## src/rtl/hex_disp_pkg.sv

```systemverilog
// Shared definitions for the seven-segment display arbiter.
//   SEG7      : active-low segment codes for hex digits 0..F, dp off.
//   SEG_BLANK : all segments off.
//   next_rr   : round-robin pick of the first set request after 'last'.
//   state_t   : arbiter FSM states.
package hex_disp_pkg;

  localparam logic [7:0] SEG_BLANK = 8'hFF;

  localparam logic [7:0] SEG7 [16] = '{
    8'hC0, 8'hF9, 8'hA4, 8'hB0, 8'h99, 8'h92, 8'h82, 8'hF8,
    8'h80, 8'h90, 8'h88, 8'h83, 8'hC6, 8'hA1, 8'h86, 8'h8E
  };

  typedef enum logic {IDLE, OWNED} state_t;

  // Scans n requesters starting at last+1 (mod n) and returns a one-hot
  // vector for the first one set, or zero when none is set. Sized for the
  // largest legal requester count; callers truncate to their own width.
  function automatic logic [7:0] next_rr(input logic [7:0] req,
                                         input logic [2:0] last,
                                         input int         n);
    logic [7:0] pick;
    int         idx;
    pick = '0;
    for (int k = 1; k <= 8; k++) begin
      if (k <= n && pick == '0) begin
        idx = (int'(last) + k) % n;
        if (req[idx[2:0]]) pick[idx[2:0]] = 1'b1;
      end
    end
    return pick;
  endfunction

endpackage

```

## src/rtl/hex_display_arbiter_seg7.sv

```systemverilog
// Combinational hex-digit to seven-segment decoder.
//   nibble : 4-bit hex digit
//   seg    : active-low segments, bit7 = dp (off), bits 6:0 = g..a
module hex_seg7_decode
  import hex_disp_pkg::*;
(
  input  logic [3:0] nibble,
  output logic [7:0] seg
);

  always_comb begin
    seg = SEG7[nibble];
  end

endmodule

```

## src/rtl/hex_display_arbiter.sv

```systemverilog
// Round-robin arbiter sharing HEX0..HEX5 and LEDR between NUM_REQ
// requesters, with a minimum hold time so each value stays readable.
//   MAX10_CLK1_50 : 50 MHz system clock
//   reset_n       : asynchronous active-low reset
//   req           : per-requester level-sensitive display request
//   req_value     : 24 bits (six hex nibbles) per requester
//   req_led       : 10-bit LED pattern per requester
//   grant         : one-hot current owner, zero when idle
//   busy          : any grant active
//   HEX0..HEX5    : registered active-low segment codes
//   LEDR          : registered active-high LEDs
module hex_display_arbiter
  import hex_disp_pkg::*;
#(
  parameter int NUM_REQ     = 4,
  parameter int HOLD_CYCLES = 50_000_000
) (
  input  logic                    MAX10_CLK1_50,
  input  logic                    reset_n,
  input  logic [NUM_REQ-1:0]      req,
  input  logic [24*NUM_REQ-1:0]   req_value,
  input  logic [10*NUM_REQ-1:0]   req_led,
  output logic [NUM_REQ-1:0]      grant,
  output logic                    busy,
  output logic [7:0]              HEX0,
  output logic [7:0]              HEX1,
  output logic [7:0]              HEX2,
  output logic [7:0]              HEX3,
  output logic [7:0]              HEX4,
  output logic [7:0]              HEX5,
  output logic [9:0]              LEDR
);

  localparam int CNT_W = $clog2(HOLD_CYCLES + 1);
  localparam int OWN_W = (NUM_REQ > 1) ? $clog2(NUM_REQ) : 1;

  state_t               state_q, state_d;
  logic [NUM_REQ-1:0]   grant_q, grant_d;
  logic [OWN_W-1:0]     last_q,  last_d;
  logic [CNT_W-1:0]     cnt_q,   cnt_d;
  logic [OWN_W-1:0]     owner;
  logic [NUM_REQ-1:0]   others;
  logic [23:0]          sel_value;
  logic [9:0]           sel_led;
  logic [7:0]           seg_c  [6];
  logic [7:0]           hex_p1 [6];
  logic [9:0]           led_p1;

  // Index of the current owner; only meaningful while grant_q is non-zero.
  always_comb begin
    owner = '0;
    for (int i = 0; i < NUM_REQ; i++) begin
      if (grant_q[i]) owner = OWN_W'(i);
    end
  end

  // The owner is masked out so an expiry switch can never re-pick it.
  assign others = req & ~grant_q;

  // ---- stage p0: arbitration state ----
  always_ff @(posedge MAX10_CLK1_50 or negedge reset_n) begin
    if (!reset_n) begin
      state_q <= IDLE;
      grant_q <= '0;
      last_q  <= OWN_W'(NUM_REQ - 1);
      cnt_q   <= '0;
    end else begin
      state_q <= state_d;
      grant_q <= grant_d;
      last_q  <= last_d;
      cnt_q   <= cnt_d;
    end
  end

  always_comb begin
    state_d = state_q;
    grant_d = grant_q;
    last_d  = last_q;
    cnt_d   = cnt_q;
    case (state_q)
      IDLE: begin
        if (|req) begin
          grant_d = NUM_REQ'(next_rr(8'(req), 3'(last_q), NUM_REQ));
          cnt_d   = CNT_W'(HOLD_CYCLES - 1);
          state_d = OWNED;
        end
      end
      OWNED: begin
        if (!req[owner]) begin
          // A drop releases immediately, hold time or not; a same-edge
          // expiry lands here too and picks the same target.
          last_d = owner;
          if (|others) begin
            grant_d = NUM_REQ'(next_rr(8'(others), 3'(owner), NUM_REQ));
            cnt_d   = CNT_W'(HOLD_CYCLES - 1);
          end else begin
            grant_d = '0;
            cnt_d   = '0;
            state_d = IDLE;
          end
        end else if (cnt_q == '0 && |others) begin
          last_d  = owner;
          grant_d = NUM_REQ'(next_rr(8'(others), 3'(owner), NUM_REQ));
          cnt_d   = CNT_W'(HOLD_CYCLES - 1);
        end else if (cnt_q != '0) begin
          cnt_d = cnt_q - CNT_W'(1);
        end
      end
      default: begin
        state_d = IDLE;
        grant_d = '0;
      end
    endcase
  end

  always_comb begin
    grant = grant_q;
    busy  = |grant_q;
  end

  assign sel_value = req_value[24*int'(owner) +: 24];
  assign sel_led   = req_led[10*int'(owner) +: 10];

  for (genvar k = 0; k < 6; k++) begin : g_dec
    hex_seg7_decode u_dec (
      .nibble (sel_value[4*k +: 4]),
      .seg    (seg_c[k])
    );
  end

  // ---- stage p1: registered display, follows the registered grant ----
  always_ff @(posedge MAX10_CLK1_50 or negedge reset_n) begin
    if (!reset_n) begin
      for (int k = 0; k < 6; k++) hex_p1[k] <= SEG_BLANK;
      led_p1 <= '0;
    end else if (|grant_q) begin
      for (int k = 0; k < 6; k++) hex_p1[k] <= seg_c[k];
      led_p1 <= sel_led;
    end else begin
      for (int k = 0; k < 6; k++) hex_p1[k] <= SEG_BLANK;
      led_p1 <= '0;
    end
  end

  assign HEX0 = hex_p1[0];
  assign HEX1 = hex_p1[1];
  assign HEX2 = hex_p1[2];
  assign HEX3 = hex_p1[3];
  assign HEX4 = hex_p1[4];
  assign HEX5 = hex_p1[5];
  assign LEDR = led_p1;

endmodule

```

## config.mk

```make
export PLATFORM = sky130hd
export DESIGN_NAME = hex_display_arbiter
export DESIGN_NICKNAME = d
export VERILOG_FILES = /design/src/rtl/hex_disp_pkg.sv /design/src/rtl/hex_display_arbiter_seg7.sv /design/src/rtl/hex_display_arbiter.sv
export SDC_FILE = /design/constraint.sdc
export NUM_CORES = 1
export LEC_CHECK = 0
export ABC_AREA = 0
export ABC_CLOCK_PERIOD_IN_PS = 9900
export CORE_UTILIZATION = 30
export CTS_CLUSTER_SIZE = 16
export DETAILED_ROUTE_END_ITERATION = 10
export PLACE_DENSITY = 0.65
export SLEW_MARGIN = 10
export SYNTH_ARGS = -nofsm -noshare
export SYNTH_HDL_FRONTEND = slang
export SYNTH_SLANG_ARGS = --single-unit
export TNS_END_PERCENT = 50
```

## constraint.sdc

```tcl
create_clock -name MAX10_CLK1_50 -period 9.9 [get_ports MAX10_CLK1_50]
set_input_delay 0.99 -clock MAX10_CLK1_50 [delete_from_list [all_inputs] [get_ports MAX10_CLK1_50]]
set_output_delay 0.99 -clock MAX10_CLK1_50 [all_outputs]
set_load 0.1 [all_outputs]
```

Word level (Yosys, flattened, before mapping)
Memory sizes are Yosys's and may differ from the RTL's.
Cells that the tools add are included.
Cells by class
  add/sub/neg operators: 9
  multiply operators: 2
  order comparisons: 23
  equality and inequality tests: 4
  shifts and indexed selects: 2
  mux-type cells: 112
  bitwise logic cells: 26
  reduce and logical (&&, ||, !) cells: 34
Operators by type and width (count)
  two-way mux 8 bit: 50
  two-way mux 26 bit: 5
  variable part select 96 x 8 -> 24 bit: 1
  logical NOT 8 bit: 9
  case mux 26 bit (2 select lines): 1
  two-way mux 48 bit: 1
  bitwise OR 8 bit: 6
  two-way mux 4 bit: 10
  variable part select 40 x 7 -> 10 bit: 1
  < comparator 3 x 4 -> 1 bit (second input constant): 8
  >= comparator 5 bit (second input constant): 6
  inverter 4 -> 5 bit: 6
  logical NOT 26 bit: 1
  nonzero test 26 bit: 1
  subtractor 26 x 1 -> 26 bit (second input constant): 1
  binary-select mux 1 bit (select 3 bit): 8
  demux 1 bit (select 3 bit): 8
  >= comparator 3 x 1 -> 1 bit (second input constant): 8
  two-way mux 1 bit: 21
  OR reduction 2 bit: 8
  bitwise OR 4 bit: 3
  OR reduction 4 bit: 3
  two-way mux 10 bit: 1
  logical AND 1 bit: 9
  18 further kinds: 36
Word-level totals
  bits in registers: 91
  bits in read-only memories: 768
  output and inout bits: 63
  word-level logic and storage cells: 229
  memories: 6
Memories
  (name not given): depth 16, width 8, read ports 1, clocked after Yosys merged registers in 0, write ports 0, RTL line hex_display_arbiter_seg7.sv:12  | seg = SEG7[nibble];
  (name not given): depth 16, width 8, read ports 1, clocked after Yosys merged registers in 0, write ports 0, RTL line hex_display_arbiter_seg7.sv:12
  (name not given): depth 16, width 8, read ports 1, clocked after Yosys merged registers in 0, write ports 0, RTL line hex_display_arbiter_seg7.sv:12
  (name not given): depth 16, width 8, read ports 1, clocked after Yosys merged registers in 0, write ports 0, RTL line hex_display_arbiter_seg7.sv:12
  (name not given): depth 16, width 8, read ports 1, clocked after Yosys merged registers in 0, write ports 0, RTL line hex_display_arbiter_seg7.sv:12
  (name not given): depth 16, width 8, read ports 1, clocked after Yosys merged registers in 0, write ports 0, RTL line hex_display_arbiter_seg7.sv:12

Longest topological paths before layout
  depth after elaboration: 32
  gate-level depth with buffers: 13

Cells and area by module
From an unflattened synthesis, not the netlist that was laid out.
Second synthesis, totals
  cell total of the unflattened synthesis: 852
  area total of the unflattened synthesis: 7201.9 µm²
Modules (own cells, without submodules)
  hex_display_arbiter: times used 1, cells each 643, area an instance 5514.0 µm², seq. area each 2339.7 µm²
  hex_seg7_decode at g_dec[0].u_dec ...: times used 5, cells each 35, area an instance 280.3 µm², seq. area each 0.0 µm²
  hex_seg7_decode at g_dec[4].u_dec: times used 1, cells each 34, area an instance 286.5 µm², seq. area each 0.0 µm²

Worst setup path before layout
No wires, ideal clock.
  path type: register to register
  start: register grant_q[3], in the netlist grant[3]
  end: register grant_q[0], in the netlist grant[0]
  library setup time: 0.126 ns
  data arrival time: 3.676 ns
  slack: 6.098 ns
  cell stages (with the launch flop): 13
  path buffers: 5
  clock period less this slack: 3.802 ns
  cells stage by stage: dfrtp_1 > buf_2 > buf_2 > buf_2 > buf_2 > buf_2 > or2_2 > ha_1 > o22ai_2 > mux2i_1 > o21ba_2 > a221o_1 > a221o_1
Between the ends
  cells in the longest elaborated chain, start to end: 30
  elaborated cells between the ends (all ways): 96
Ends and longest elaborated chain
  start, declared: RTL line hex_display_arbiter.sv:38  | logic [NUM_REQ-1:0] grant_q, grant_d;
  start signal, assigned: RTL line hex_display_arbiter.sv:69  | grant_q <= grant_d;
  two-way mux 2 bit: RTL line hex_display_arbiter.sv:53  | if (grant_q[i]) owner = OWN_W'(i);
  adder 2 x 1 -> 2 bit: RTL line hex_disp_pkg.sv:28  | idx = (int'(last) + k) % n;
  OR reduction 2 bit (no source line)
  AND 1 bit (no source line)
  < comparator 3 x 4 -> 1 bit (implied by the code) or >= comparator 3 x 1 -> 1 bit (tied branches): RTL line hex_disp_pkg.sv:29  | if (req[idx[2:0]]) pick[idx[2:0]] = 1'b1;
  logical AND 1 bit (implied by the code): RTL line hex_disp_pkg.sv:29
  two-way mux 1 bit (implied by the code): RTL line hex_disp_pkg.sv:29
  demux 1 bit (select 3 bit): RTL line hex_disp_pkg.sv:29
  (+14 left out)
  two-way mux 8 bit: RTL line hex_display_arbiter.sv:89  | if (!req[owner]) begin
  two-way mux 8 bit: RTL line hex_display_arbiter.sv:80  | case (state_q)
  bitwise OR 4 bit (no source line)
  two-way mux 4 bit: RTL line hex_disp_pkg.sv:29
  two-way mux 4 bit: RTL line hex_disp_pkg.sv:27  | if (k <= n && pick == '0) begin
  two-way mux 4 bit (on tied branches): RTL line hex_display_arbiter.sv:93, hex_display_arbiter.sv:101
  two-way mux 4 bit: RTL line hex_display_arbiter.sv:89
  case mux 4 bit (2 select lines): RTL line hex_display_arbiter.sv:80
Parallel ways exist; a longest one is shown, timed or not. The select of a mux whose other input is x is not followed.
A chain may end at the register's enable or synchronous reset.

Worst setup path after layout
  start: register grant_q[3], in the netlist grant[3]
  end: output busy
Between the ends
  cells in the longest elaborated chain, start to end: 1
Ends and longest elaborated chain
  OR reduction 4 bit: RTL line hex_display_arbiter.sv:118  | busy = |grant_q;
  end, declared: RTL line hex_display_arbiter.sv:24  | output logic busy,
Every way passes these cells.

==> qor.yml <==
outcome:
  status: "complete, no violations"
placed_design:
  numPortBuffers: 198
  gp_congestion: 0.877
  dp_hpwl_um: 15000
  place_ws_ns: 6.11
  place_area_um2: 9060
yosys:
  yosysUniqueCellTypes: 76
  syn-cell-area_um2: 6870
  yosysWarnings: 0
  yosys_register_bits: 85
  syn_inst: 804
  synth_flop_cell: "dfstp_2"
  synth-edff-count: 0
  synth.avg_cell_area_um2: 8.54
  yosysSeqAreaShare_pct: 31.8
  async_flop_share_pct: 100
die:
  initial_core_util_pct: 31.0
  die_x_um: 153
  die-area_um2: 23500
  core_area_um2: 22200
  rows: 54
  top_level_ports: 205
  fp.dieH_um: 153
layout:
  n_antenna_cell: 0
  area_growth_pct: 36.2
  final_cell_area_um2: 9360
  final_nets: 1166
  drive_gt1_share_pct: 12.3
  nFillCells: 2238
clock_network:
  cts_root_buf: "clkbuf_16"
  post-cts-setup-buffers: 0
  clkTransAtPathRegs_ns: 0.06
  cts_buffers: 9
  h-tree-depth: 3
  cts_tree: "yes"
  ctsResizeCount: 0
  clock-sinks: 85
  ctsHoldBuffers: 0
  insertion_delay_ns: 0.35
  clk_path_buf_depth: 2
timing:
  min_period_ns: 4.14
  fmax_ghz: 0.241
  worstMarginPinSlew_ns: 1.05
  clock-skew-final_ns: 0.0101
  slew-limit-headroom_pct: 29.6
  finalSetupViolCount: 0
  setup_tns_ns: 0
  finalMaxSlewViolations: 0
  fin_crit_sh_pct: 41.9
  rsz0062_at_grt: "false"
  fin_ws_ns: 5.76
  hold_viol_final: 0
critical_path:
  worstPathRequired_ns: 8.91
  cp.arrival_ns: 3.15
  cp_max_fo: 48
  critPathLaunchType: "flip-flop"
  endpoint_kind: "primary output"
  worst-setup-path-type: "reg -> out"
drt:
  drt_iter0_markers: 312
  drc: 0
  first_pass_iters: 5
  wl_um: 20500
  drtAntennaViolNets: 0
  wire_per_inst_um: 16.3
  num_vias: 6642
  via_per_inst: 5.27
global_routing:
  antenna_found_initial: 0
  grt_pass1_vias: 6479
  grt_max_degree: 82
  grt_pass1_wl_um: 33100
  track_usage_pct: 17.5
  overflow: 0
run:
  max_cap_viol_count: 0
hold_path:
  min_path_type: "reg -> reg"
[cell usage after synthesis (all sizes together) (20+ instances only)]
master	n	area share [%]
dfrtp	41	15
a21oi	66	4.8
mux2i	27	3.9
nand2	67	3.7
ha	48	8.7
inv	35	1.9
nor2	78	4.3
nor2b	24	2.2
nand2b	20	1.8
o21ai	63	4.7
clkbuf	22	1.2
dfstp	44	17
buf	32	2.6
[area by class of cell]
class                           count  area [um^2]  share of cell area (%)
Clock inverter                      5         37.5                   0.401
Sequential cell                    85         2190                    23.4
Clock buffer                       11          264                    2.82
Tap cell                          280          350                    3.74
Multi-Input combinational cell    635         4320                    46.2
Timing Repair Buffer              210         2070                    22.1
Inverter                           35          131                    1.40
[worst max-delay path: stages (launching register included)]
cell	delay (ns)
dfrtp_2	0.90
or3_1	0.27
nor2_2	0.05
inv_1	0.05
buf_4	0.31
clkdlybuf4s50_1	1.20
[stage by stage]
step	hold slack, ns	instances	utilization, %
after floorplan	0.441	809	-
final	0.483	1261	42.2
after CTS	0.484	1261	42.2
after detailed placement	0.470	1245	40.9
after global routing	0.508	1261	42.2
after global placement	0.472	1245	40.9
[registers in the layout (all words and copies together), names as in the netlist]
signal,flops
last_q,2
cnt_q,26
HEX0,7
HEX5,7
grant,4
HEX1,7
HEX2,7
state_q,1
LEDR,10
HEX3,7
HEX4,7
[worst paths after layout]
kind / cells past startpoint / start / slack [ns] / to
min reg2reg: 1 / cnt_q[11] / 0.48 / cnt_q[11]
min: 1 / cnt_q[11] / 0.48 / cnt_q[11]
max: 5 / grant[3] / 5.76 / busy
max in group asynchronous: 2 / reset_n / 8.23 / grant[3]
min in group asynchronous: 1 / reset_n / 0.55 / LEDR[4]
max reg2reg: 10 / grant[2] / 6.27 / grant[0]
[layout by cell type, fill, tap and decap left out, drive strengths merged, types with 4 or more instances in the layout]
cell type	netlist	layout
clkdlybuf4s50	0	197
nor2	78	78
nand2	67	67
a21oi	66	66
o21ai	63	63
ha	48	48
dfstp	44	44
dfrtp	41	41
inv	35	38
mux2i	27	27
nor2b	24	24
nand2b	20	20
o31ai	19	19
o221ai	18	18
a31oi	16	16
nor3	14	14
buf	32	13
o22ai	13	13
a211oi	11	11
mux2	11	11
clkbuf	22	11
or2	10	10
o22a	8	8
or3	8	8
nand3	8	8
and2	7	7
o211ai	7	7
nor4	7	7
a221o	6	6
conb	1	6
o31a	5	5
a21boi	5	5
o21a	4	4
mux4	4	4
o311ai	4	4
[cells by family (layout without fill, tap and decap cells)]
| family | count (synthesis) | count (layout) | synth area share, % |
|---|---|---|---|
| fa+ha+maj | 48 | 48 | 8.74 |
| other cells | 1 | 6 | 0.0546 |
| flops | 85 | 85 | 31.8 |
| mux | 42 | 42 | 7.05 |
| xor+xnor | 3 | 3 | 0.383 |
| compound gates | 271 | 271 | 26.6 |
| buf+inv | 89 | 261 | 5.72 |
| simple gates | 265 | 265 | 19.7 |
[layer usage]
metal	GRT usage, %	share of wire [%]
met1	20.8	42
met4	5.15	1.5
met3	4.00	5.1
met5	0	0
met2	31.1	51
Power is not shown: default switching activity piles up to over one toggle a cycle in this logic, so the estimate is an artifact.
